**config.mk**
```make
export PLATFORM = sky130hd
export DESIGN_NAME = alu32_seq_unit
export DESIGN_NICKNAME = d
export VERILOG_FILES = /design/src/rtl/alu32_pkg.sv /design/src/rtl/alu32_shift_add_mul.sv /design/src/rtl/alu32_seq_unit.sv
export SDC_FILE = /design/constraint.sdc
export NUM_CORES = 1
export LEC_CHECK = 0
export CELL_PAD_IN_SITES_DETAIL_PLACEMENT = 0
export CELL_PAD_IN_SITES_GLOBAL_PLACEMENT = 1
export CORE_MARGIN = 5
export CORE_UTILIZATION = 35
export DETAILED_ROUTE_END_ITERATION = 10
export PLACE_DENSITY = 0.73
export SLEW_MARGIN = 20
export SYNTH_ARGS = -nofsm -noshare
export SYNTH_HDL_FRONTEND = slang
export SYNTH_HIERARCHICAL = 1
export SYNTH_SLANG_ARGS = --single-unit
```
**constraint.sdc**
```tcl
create_clock -name Clk -period 9.55 [get_ports Clk]
set_clock_uncertainty 0.2 [all_clocks]
set_input_delay 1.4325 -clock Clk [delete_from_list [all_inputs] [get_ports Clk]]
set_output_delay 1.4325 -clock Clk [all_outputs]
set_load 0.02 [all_outputs]
```
**src/rtl/alu32_pkg.sv**
```systemverilog
// Shared definitions for the sequential 32-bit ALU: opcode encodings,
// controller state type and multiplier iteration count.
package alu32_pkg;

  localparam int DATA_W    = 32;
  localparam int MUL_ITERS = 32;

  localparam logic [4:0] OP_ADD = 5'b00000;
  localparam logic [4:0] OP_SUB = 5'b00001;
  localparam logic [4:0] OP_MUL = 5'b00010;
  localparam logic [4:0] OP_AND = 5'b00011;
  localparam logic [4:0] OP_OR  = 5'b00100;
  localparam logic [4:0] OP_NOR = 5'b00101;
  localparam logic [4:0] OP_XOR = 5'b00110;
  localparam logic [4:0] OP_SLL = 5'b00111;
  localparam logic [4:0] OP_SRL = 5'b01000;
  localparam logic [4:0] OP_SLT = 5'b01001;

  typedef enum logic [1:0] {
    IDLE = 2'd0,
    EXEC = 2'd1,
    MUL  = 2'd2,
    DONE = 2'd3
  } state_t;

endpackage

```
**src/rtl/alu32_shift_add_mul.sv**
```systemverilog
// Shift-add multiplier, one multiplier bit (LSB first) per cycle.
// Ports:
//   Clk, Reset_n   clock / async active-low reset
//   i_start        load operands (one cycle pulse)
//   i_a            multiplier (bits consumed LSB first)
//   i_b            multiplicand
//   o_done         high during the final iteration cycle
//   o_product      accumulator including the current iteration's partial
//                  product; equals the low 32 bits of a*b while o_done=1
module alu32_shift_add_mul
  import alu32_pkg::*;
#(
  parameter int WIDTH = DATA_W
) (
  input  logic             Clk,
  input  logic             Reset_n,
  input  logic             i_start,
  input  logic [WIDTH-1:0] i_a,
  input  logic [WIDTH-1:0] i_b,
  output logic             o_done,
  output logic [WIDTH-1:0] o_product
);

  localparam logic [5:0] LAST_ITER = 6'(MUL_ITERS - 1);

  logic [WIDTH-1:0] r_acc;
  logic [WIDTH-1:0] r_mcand;
  logic [WIDTH-1:0] r_mplier;
  logic [5:0]       r_cnt;
  logic             r_busy;
  logic [WIDTH-1:0] w_sum;

  assign w_sum     = r_acc + (r_mplier[0] ? r_mcand : '0);
  // Done is combinational so the controller can capture the final sum on
  // the same edge that retires the last bit.
  assign o_done    = r_busy && (r_cnt == LAST_ITER);
  assign o_product = w_sum;

  always_ff @(posedge Clk or negedge Reset_n) begin
    if (!Reset_n) begin
      r_acc    <= '0;
      r_mcand  <= '0;
      r_mplier <= '0;
      r_cnt    <= '0;
      r_busy   <= 1'b0;
    end else if (i_start) begin
      r_acc    <= '0;
      r_mcand  <= i_b;
      r_mplier <= i_a;
      r_cnt    <= '0;
      r_busy   <= 1'b1;
    end else if (r_busy) begin
      r_acc    <= w_sum;
      r_mcand  <= r_mcand << 1;
      r_mplier <= r_mplier >> 1;
      r_cnt    <= r_cnt + 6'd1;
      if (r_cnt == LAST_ITER) begin
        r_busy <= 1'b0;
      end
    end
  end

endmodule

```
**src/rtl/alu32_seq_unit.sv**
```systemverilog
// Sequential 32-bit ALU with valid/ready request and response handshakes.
// Non-multiply ops take one EXEC cycle; multiply runs 32 shift-add cycles.
// Ports:
//   Clk, Reset_n        clock / async active-low reset
//   ReqValid/ReqReady   request handshake (ready only in IDLE)
//   ALUControl, A, B    opcode and operands, captured on accept
//   RespValid/RespReady response handshake (valid only in DONE)
//   ALUResult, Zero,    registered result flags, held until next result
//   Illegal
//   Busy                high in any state other than IDLE
//
// state | meaning
// IDLE  | waiting for a request
// EXEC  | single-cycle op decode, result loaded at end of cycle
// MUL   | shift-add multiply in progress (32 cycles)
// DONE  | result presented, waiting for RespReady
module alu32_seq_unit
  import alu32_pkg::*;
#(
  parameter int WIDTH = DATA_W
) (
  input  logic             Clk,
  input  logic             Reset_n,
  input  logic             ReqValid,
  output logic             ReqReady,
  input  logic [4:0]       ALUControl,
  input  logic [WIDTH-1:0] A,
  input  logic [WIDTH-1:0] B,
  output logic             RespValid,
  input  logic             RespReady,
  output logic [WIDTH-1:0] ALUResult,
  output logic             Zero,
  output logic             Illegal,
  output logic             Busy
);

  state_t           r_state;
  logic [4:0]       r_op;
  logic [WIDTH-1:0] r_a;
  logic [WIDTH-1:0] r_b;
  logic [WIDTH-1:0] r_result;
  logic             r_zero;
  logic             r_illegal;

  logic             w_accept;
  logic             w_mul_start;
  logic             w_mul_done;
  logic [WIDTH-1:0] w_mul_product;
  logic [WIDTH-1:0] w_exec_result;
  logic             w_exec_illegal;

  assign w_accept    = ReqValid && (r_state == IDLE);
  assign w_mul_start = w_accept && (ALUControl == OP_MUL);

  alu32_shift_add_mul #(.WIDTH(WIDTH)) u_mul (
    .Clk       (Clk),
    .Reset_n   (Reset_n),
    .i_start   (w_mul_start),
    .i_a       (A),
    .i_b       (B),
    .o_done    (w_mul_done),
    .o_product (w_mul_product)
  );

  // Multiply never reaches EXEC, so it falls into the illegal default here.
  always_comb begin
    w_exec_result  = '0;
    w_exec_illegal = 1'b0;
    case (r_op)
      OP_ADD:  w_exec_result = r_a + r_b;
      OP_SUB:  w_exec_result = r_a - r_b;
      OP_AND:  w_exec_result = r_a & r_b;
      OP_OR:   w_exec_result = r_a | r_b;
      OP_NOR:  w_exec_result = ~(r_a | r_b);
      OP_XOR:  w_exec_result = r_a ^ r_b;
      OP_SLL:  w_exec_result = r_b << r_a[4:0];
      OP_SRL:  w_exec_result = r_b >> r_a[4:0];
      OP_SLT:  w_exec_result = {{(WIDTH-1){1'b0}}, ($signed(r_a) < $signed(r_b))};
      default: w_exec_illegal = 1'b1;
    endcase
  end

  always_ff @(posedge Clk or negedge Reset_n) begin
    if (!Reset_n) begin
      r_state   <= IDLE;
      r_op      <= '0;
      r_a       <= '0;
      r_b       <= '0;
      r_result  <= '0;
      r_zero    <= 1'b1;
      r_illegal <= 1'b0;
    end else begin
      case (r_state)
        IDLE: begin
          if (w_accept) begin
            r_op    <= ALUControl;
            r_a     <= A;
            r_b     <= B;
            r_state <= (ALUControl == OP_MUL) ? MUL : EXEC;
          end
        end
        EXEC: begin
          r_result  <= w_exec_result;
          r_zero    <= (w_exec_result == '0);
          r_illegal <= w_exec_illegal;
          r_state   <= DONE;
        end
        MUL: begin
          if (w_mul_done) begin
            r_result  <= w_mul_product;
            r_zero    <= (w_mul_product == '0);
            r_illegal <= 1'b0;
            r_state   <= DONE;
          end
        end
        DONE: begin
          if (RespReady) begin
            r_state <= IDLE;
          end
        end
        default: r_state <= IDLE;
      endcase
    end
  end

  assign ReqReady  = (r_state == IDLE);
  assign RespValid = (r_state == DONE);
  assign Busy      = (r_state != IDLE);
  assign ALUResult = r_result;
  assign Zero      = r_zero;
  assign Illegal   = r_illegal;

endmodule
```
# Word level (Yosys, flattened, before mapping)
# Index checks and enable logic that the tools add are counted.
# W data, S select, Z words.
totals:
  register_bits: 208
  latchBits: 0
  ram_bits: 0
  rom_bits: 0
  in_bits: 73
  out_inout_bits: 37
  elab_cells: 78
  memories: 0
classes:
  addsub: 4
  mul: 0
  div_mod_pow: 0
  order_cmp: 1
  eq_ne: 16
  shift: 2
  muxes: 25
  bitwise: 4
  n_reduce_logical: 14
op_table:
  columns: ["op", "n"]
  rows:
  - ["$pmux W32 S9", 1]
  - ["$mux W32", 8]
  - ["$add A32 B32 Y32", 2]
  - ["$logic_not A32 Y1", 2]
  - ["$pmux W32 S2", 1]
  - ["$and A32 B32 Y32", 1]
  - ["$lt A32 B32 Y1", 1]
  - ["$not A32 Y32", 1]
  - ["$or A32 B32 Y32", 1]
  - ["$shl A32 B5 Y32", 1]
  - ["$shr A32 B5 Y32", 1]
  - ["$sub A32 B32 Y32", 1]
  - ["$xor A32 B32 Y32", 1]
  - ["$eq A5 B3 Y1 const B", 4]
  - ["$mux W6", 2]
  - ["$eq A5 B2 Y1 const B", 2]
  - ["$eq A5 B4 Y1 const B", 2]
  - ["$reduce_or A9 Y1", 1]
  - ["$mux W2", 4]
  - ["$pmux W2 S4", 1]
  - ["$add A6 B1 Y6 const B", 1]
  - ["$eq A6 B5 Y1 const B", 1]
  - ["$mux W1", 6]
  - ["$ne A2 B1 Y1 const B", 3]
  - ["other kinds (10)", 17]

# Logic depth before layout (Yosys ltp)
depth:
  depth_word: 5
  ltp_mapped: 18
  depth_no_buf: 15

# By module
# Netlist, hierarchy kept.
modules_own_cells:
  columns: ["mod", "n_inst", "cells_each", "area_each_um2", "seq_area_each_um2"]
  rows:
  - ["alu32_seq_unit", 1, 1721, 14346.3, 2628.8]
  - ["alu32_shift_add_mul", 1, 711, 6621.4, 2577.5]

# Worst setup path before layout
# No wires, ideal clock.
synth_path:
  path_kind: "reg2reg"
  start: "reg r_a[1]"
  end: "reg r_zero (netlist: Zero)"
  setup_ps: 61
  arrival_time_ps: 4229
  required_ps: 9289
  path_slack_ps: 5060
  path_stages_with_launch: 18
  n_path_buf: 4
  period_less_slack_ps: 4490
  path_cell_list: "dfrtp_1 > buf_2 > inv_1 > buf_6 > buf_2 > clkbuf_1 > ha_1 > or2_0 > a221oi_1 > o21ai_1 > nor4_1 > o21ai_0 > mux2_2 > a221oi_1 > o211a_1 > nand4_1 > nor4_2 > a31o_1"
synth_via:
  elab_chain_len: 5
  elab_cells_between_ends: 12
  classes_between: "add/sub (2); order compare (1); shift (2); mux (2); bitwise (4); reduce/logical (1)"
synth_rtl:
  columns: ["element", "line_no", "source"]
  rows:
  - ["from (decl)", "alu32_seq_unit.sv:39", "logic [WIDTH-1:0] r_a;"]
  - ["from (signal assigned)", "alu32_seq_unit.sv:87", "r_a <= '0;"]
  - ["from (signal assigned)", "alu32_seq_unit.sv:97", "r_a <= A;"]
  - ["parallel branches: the longest is 2 deep, another holds $sub A32 B32 Y32", null, null]
  - ["$pmux W32 S9 *", "alu32_seq_unit.sv:69", "case (r_op)"]
  - ["$logic_not A32 Y1 *", "alu32_seq_unit.sv:104", "r_zero <= (w_exec_result == '0);"]
  - ["$pmux W1 S2 *", "alu32_seq_unit.sv:93", "case (r_state)"]
  - ["to (signal assigned)", "alu32_seq_unit.sv:104", null]
  - ["to (signal assigned)", "alu32_seq_unit.sv:111", "r_zero <= (w_mul_product == '0);"]
  - ["to (decl)", "alu32_seq_unit.sv:42", "logic r_zero;"]
# Every way passes the cells marked *.
# A chain may end at the register's enable or synchronous reset.

# Worst setup path after layout
layout_path:
  start: "reg r_a[0]"
  end: "reg r_zero (netlist: Zero)"
# The elaborated chain is that of the path after synthesis.

==> impl_metrics.json <==
{
  "hold_end": "ALUResult[11]",
  "drc_errors": 0,
  "final_nets": 2655,
  "vias_per_cell": 6.346,
  "crit_required_ns": 9.84,
  "coreArea_sq_mm": 0.05913,
  "slowest_delay_ns": 0.79,
  "layoutNonFillerInstCount": 3238,
  "cts.repair.resized": 0,
  "async_reset_ff_share_pct": 100.0,
  "htreeDepth": 1,
  "drtAntennaViolNets": 0,
  "reg2reg_slack_ns": 4.19,
  "drive_above_1_share_pct": 12.45,
  "synth_edf_count": 0,
  "rsz0062_at_grt": "false",
  "cp_max_fo": 52,
  "numCtsBuffers": 24,
  "dpl.hpwl_um": 73730,
  "dieArea_sq_mm": 0.06490,
  "clk-insertion-delay-late_ns": 0.55,
  "clk_pin_slew_worst_paths_ns": 0.07,
  "synthToLayoutAreaGrowth_pct": 11.57,
  "antenna_found_initial": 1,
  "fin_crit_sh_pct": 56.13,
  "multi_input_area_sq_mm": 0.01440,
  "layout_common_cells": "nand2_1 (255), dfrtp_1 (202), o21ai_0 (190), nor2_1 (176), mux2i_1 (150)",
  "grt_overflow": 0,
  "whs_path_depth": 2,
  "dr.pass1.iters": 5,
  "reg2reg_to": "Zero",
  "fin_crit_ns": 5.360,
  "place_congestion": 1.065,
  "arrival_ns": 5.65,
  "grt_max_degree": 109,
  "cp-end-kind": "flop",
  "timing.slew.headroom_pct": 21.84,
  "cp-start-kind": "flop",
  "cp_cell_sequence": "buf_4 -> mux4_1 -> mux2i_1 -> mux2i_1 -> a211oi_1 -> o221ai_1 -> or4_1 -> nor4_2 -> a31o_1",
  "synthFlopType": "dfrtp_1",
  "drtIter0Drc": 2619,
  "final_max_slew_viol_count": 0,
  "status": "complete, no violations",
  "layout_setup_ws_ns": 4.190,
  "regArea_sq_mm": 0.005218,
  "wl_per_cell_um": 29.06,
  "postSynthCellCount": 2432,
  "finalSetupTns_ns": 0,
  "ys_seq_area_share_pct": 24.83,
  "synth_area_per_cell_sq_um": 8.622,
  "vias": 20550,
  "fillCellCount": 5929,
  "drt-total-wl_um": 94110,
  "post_cts_buffers": 0,
  "grt_use_total_pct": 27.89,
  "grt_pass1_vias": 19470,
  "ys_seq_elements": 208,
  "syn_area_sq_mm": 0.02097,
  "top_level_ports": 110,
  "yosysWarnings": 6,
  "hp-start": "ALUResult[11]",
  "cts_tree": "yes",
  "timing.rr.start": "r_a[0]",
  "ys_types": 119,
  "synth_nets": 2640,
  "dp_cells": 3194,
  "fp-row-count": 89,
  "clock.fmax_ghz": 0.1866,
  "grt_pass1_wl_um": 136000,
  "crit_top_cell": "mux2i_1",
  "max_cap_violations": 0,
  "hp-class": "flop to flop",
  "setup_viol": 0,
  "tightest_slew_ns": 1.170,
  "cts_hold_buf": 0,
  "die_y_um": 254.8,
  "cts_buffer_depth": 3,
  "antenna_cells": 0,
  "die_w_um": 254.8,
  "reg2reg_depth": 9,
  "slowest_stage": "dfrtp_4",
  "final_common_cell": "nand2_1",
  "port_buffers": 109,
  "crit_type": "flop to flop",
  "clock-sinks": 208,
  "initial_core_util_pct": 35.46,
  "final_hold_viol_count": 0,
  "dpl_worst_slack_ns": 4.321,
  "cts-root-buf": "clkbuf_16"
}
critical path, delay by kind of cell (launching register included):
kind,cells,cell delay [ns]
buffers and inverters,1,0.71
and+or+nand+nor,2,0.95
muxes,3,1.35
AOI/OAI and AO/OA,3,1.28
DFF,1,0.79
cell usage after synthesis, drive strengths merged (14+ instances only):
cell type	number	share of area [%]
nand2	256	4.6
dfrtp	207	25
o21ai	202	4.8
nor2	180	3.2
mux2i	150	7.2
a21oi	139	3.4
ha	132	7.9
inv	114	2.0
clkbuf	107	2.3
mux2	103	5.5
buf	73	2.2
mux4	51	5.8
and2	49	1.5
nand3	49	1.2
o211ai	34	1.2
nor3	31	0.79
xnor2	29	1.2
xor2	27	1.1
a211oi	25	0.99
nand4	25	0.75
o22ai	25	0.81
a31oi	23	0.79
o31ai	23	0.89
a21o	22	0.80
a221oi	21	0.94
nor4	19	0.63
nor2b	18	0.54
a22oi	17	0.67
and3	16	0.49
o21a	15	0.54
o221ai	15	0.66
a211o	14	0.58
flip-flops by register name, indices dropped and copies added, names as in the netlist, 2 cells and up:
register	cells
u_mul/r_cnt	6
ALUResult	32
u_mul/r_acc	32
r_op	5
r_a	32
r_state	2
r_b	32
u_mul/r_mcand	32
u_mul/r_mplier	32
final cells by class:
class	count	share of cell area (%)
Timing Repair Buffer	170	6.632
Clock buffer	35	3.049
Inverter	117	1.877
Tap cell	773	4.134
Sequential cell	208	22.30
Clock inverter	9	0.4493
Multi-Input combinational cell	1926	61.56
worst max-delay path by stage:
stage / to / slack [ns] / startpoint / depth (start not counted)
global route: Zero / 4.08 / r_a[0] / 9
finish: Zero / 4.19 / r_a[0] / 9
CTS: Zero / 4.31 / r_a[0] / 15
detailed placement: Zero / 4.32 / r_a[0] / 9
global placement: Zero / 4.27 / r_a[0] / 9
floorplan: Zero / 5.06 / r_a[1] / 17
logic make-up (layout without fill, tap and decap cells):
family | count (synthesis) | in the layout | synth area share [%]
adder cells (fa/ha/maj) | 135 | 135 | 8.163
AO/OA/AOI/OAI | 727 | 727 | 23.77
XOR/XNOR | 56 | 56 | 2.339
flip-flops | 208 | 208 | 24.83
AND/OR/NAND/NOR | 704 | 704 | 15.86
buffers and inverters | 298 | 331 | 6.582
multiplexers | 304 | 304 | 18.46
routing by layer:
metal  part of all wire (%)  vias to the layer above  GRT usage, %
li1                       -                     9058             -
met1                     44                    10250         40.21
met2                     44                     1081         42.38
met3                    8.9                      158         5.262
met4                    3.7                        0         8.881
met5                      0                        -             0
per-stage QoR:
| step | area, sq um | utilization (%) | hold slack [ns] |
|---|---|---|---|
| after global routing | 23390 | 39.56 | 0.3147 |
| final | 23390 | 39.56 | 0.2812 |
| after global placement | 22570 | 38.17 | 0.2687 |
| after CTS | 23390 | 39.56 | 0.2860 |
| after floorplan | 20970 | - | 0.2758 |
| after detailed placement | 22570 | 38.17 | 0.2716 |
Power is left out: the tool's default activity adds up to more than one toggle a clock period on the data nets, which glitch-free logic cannot reach.
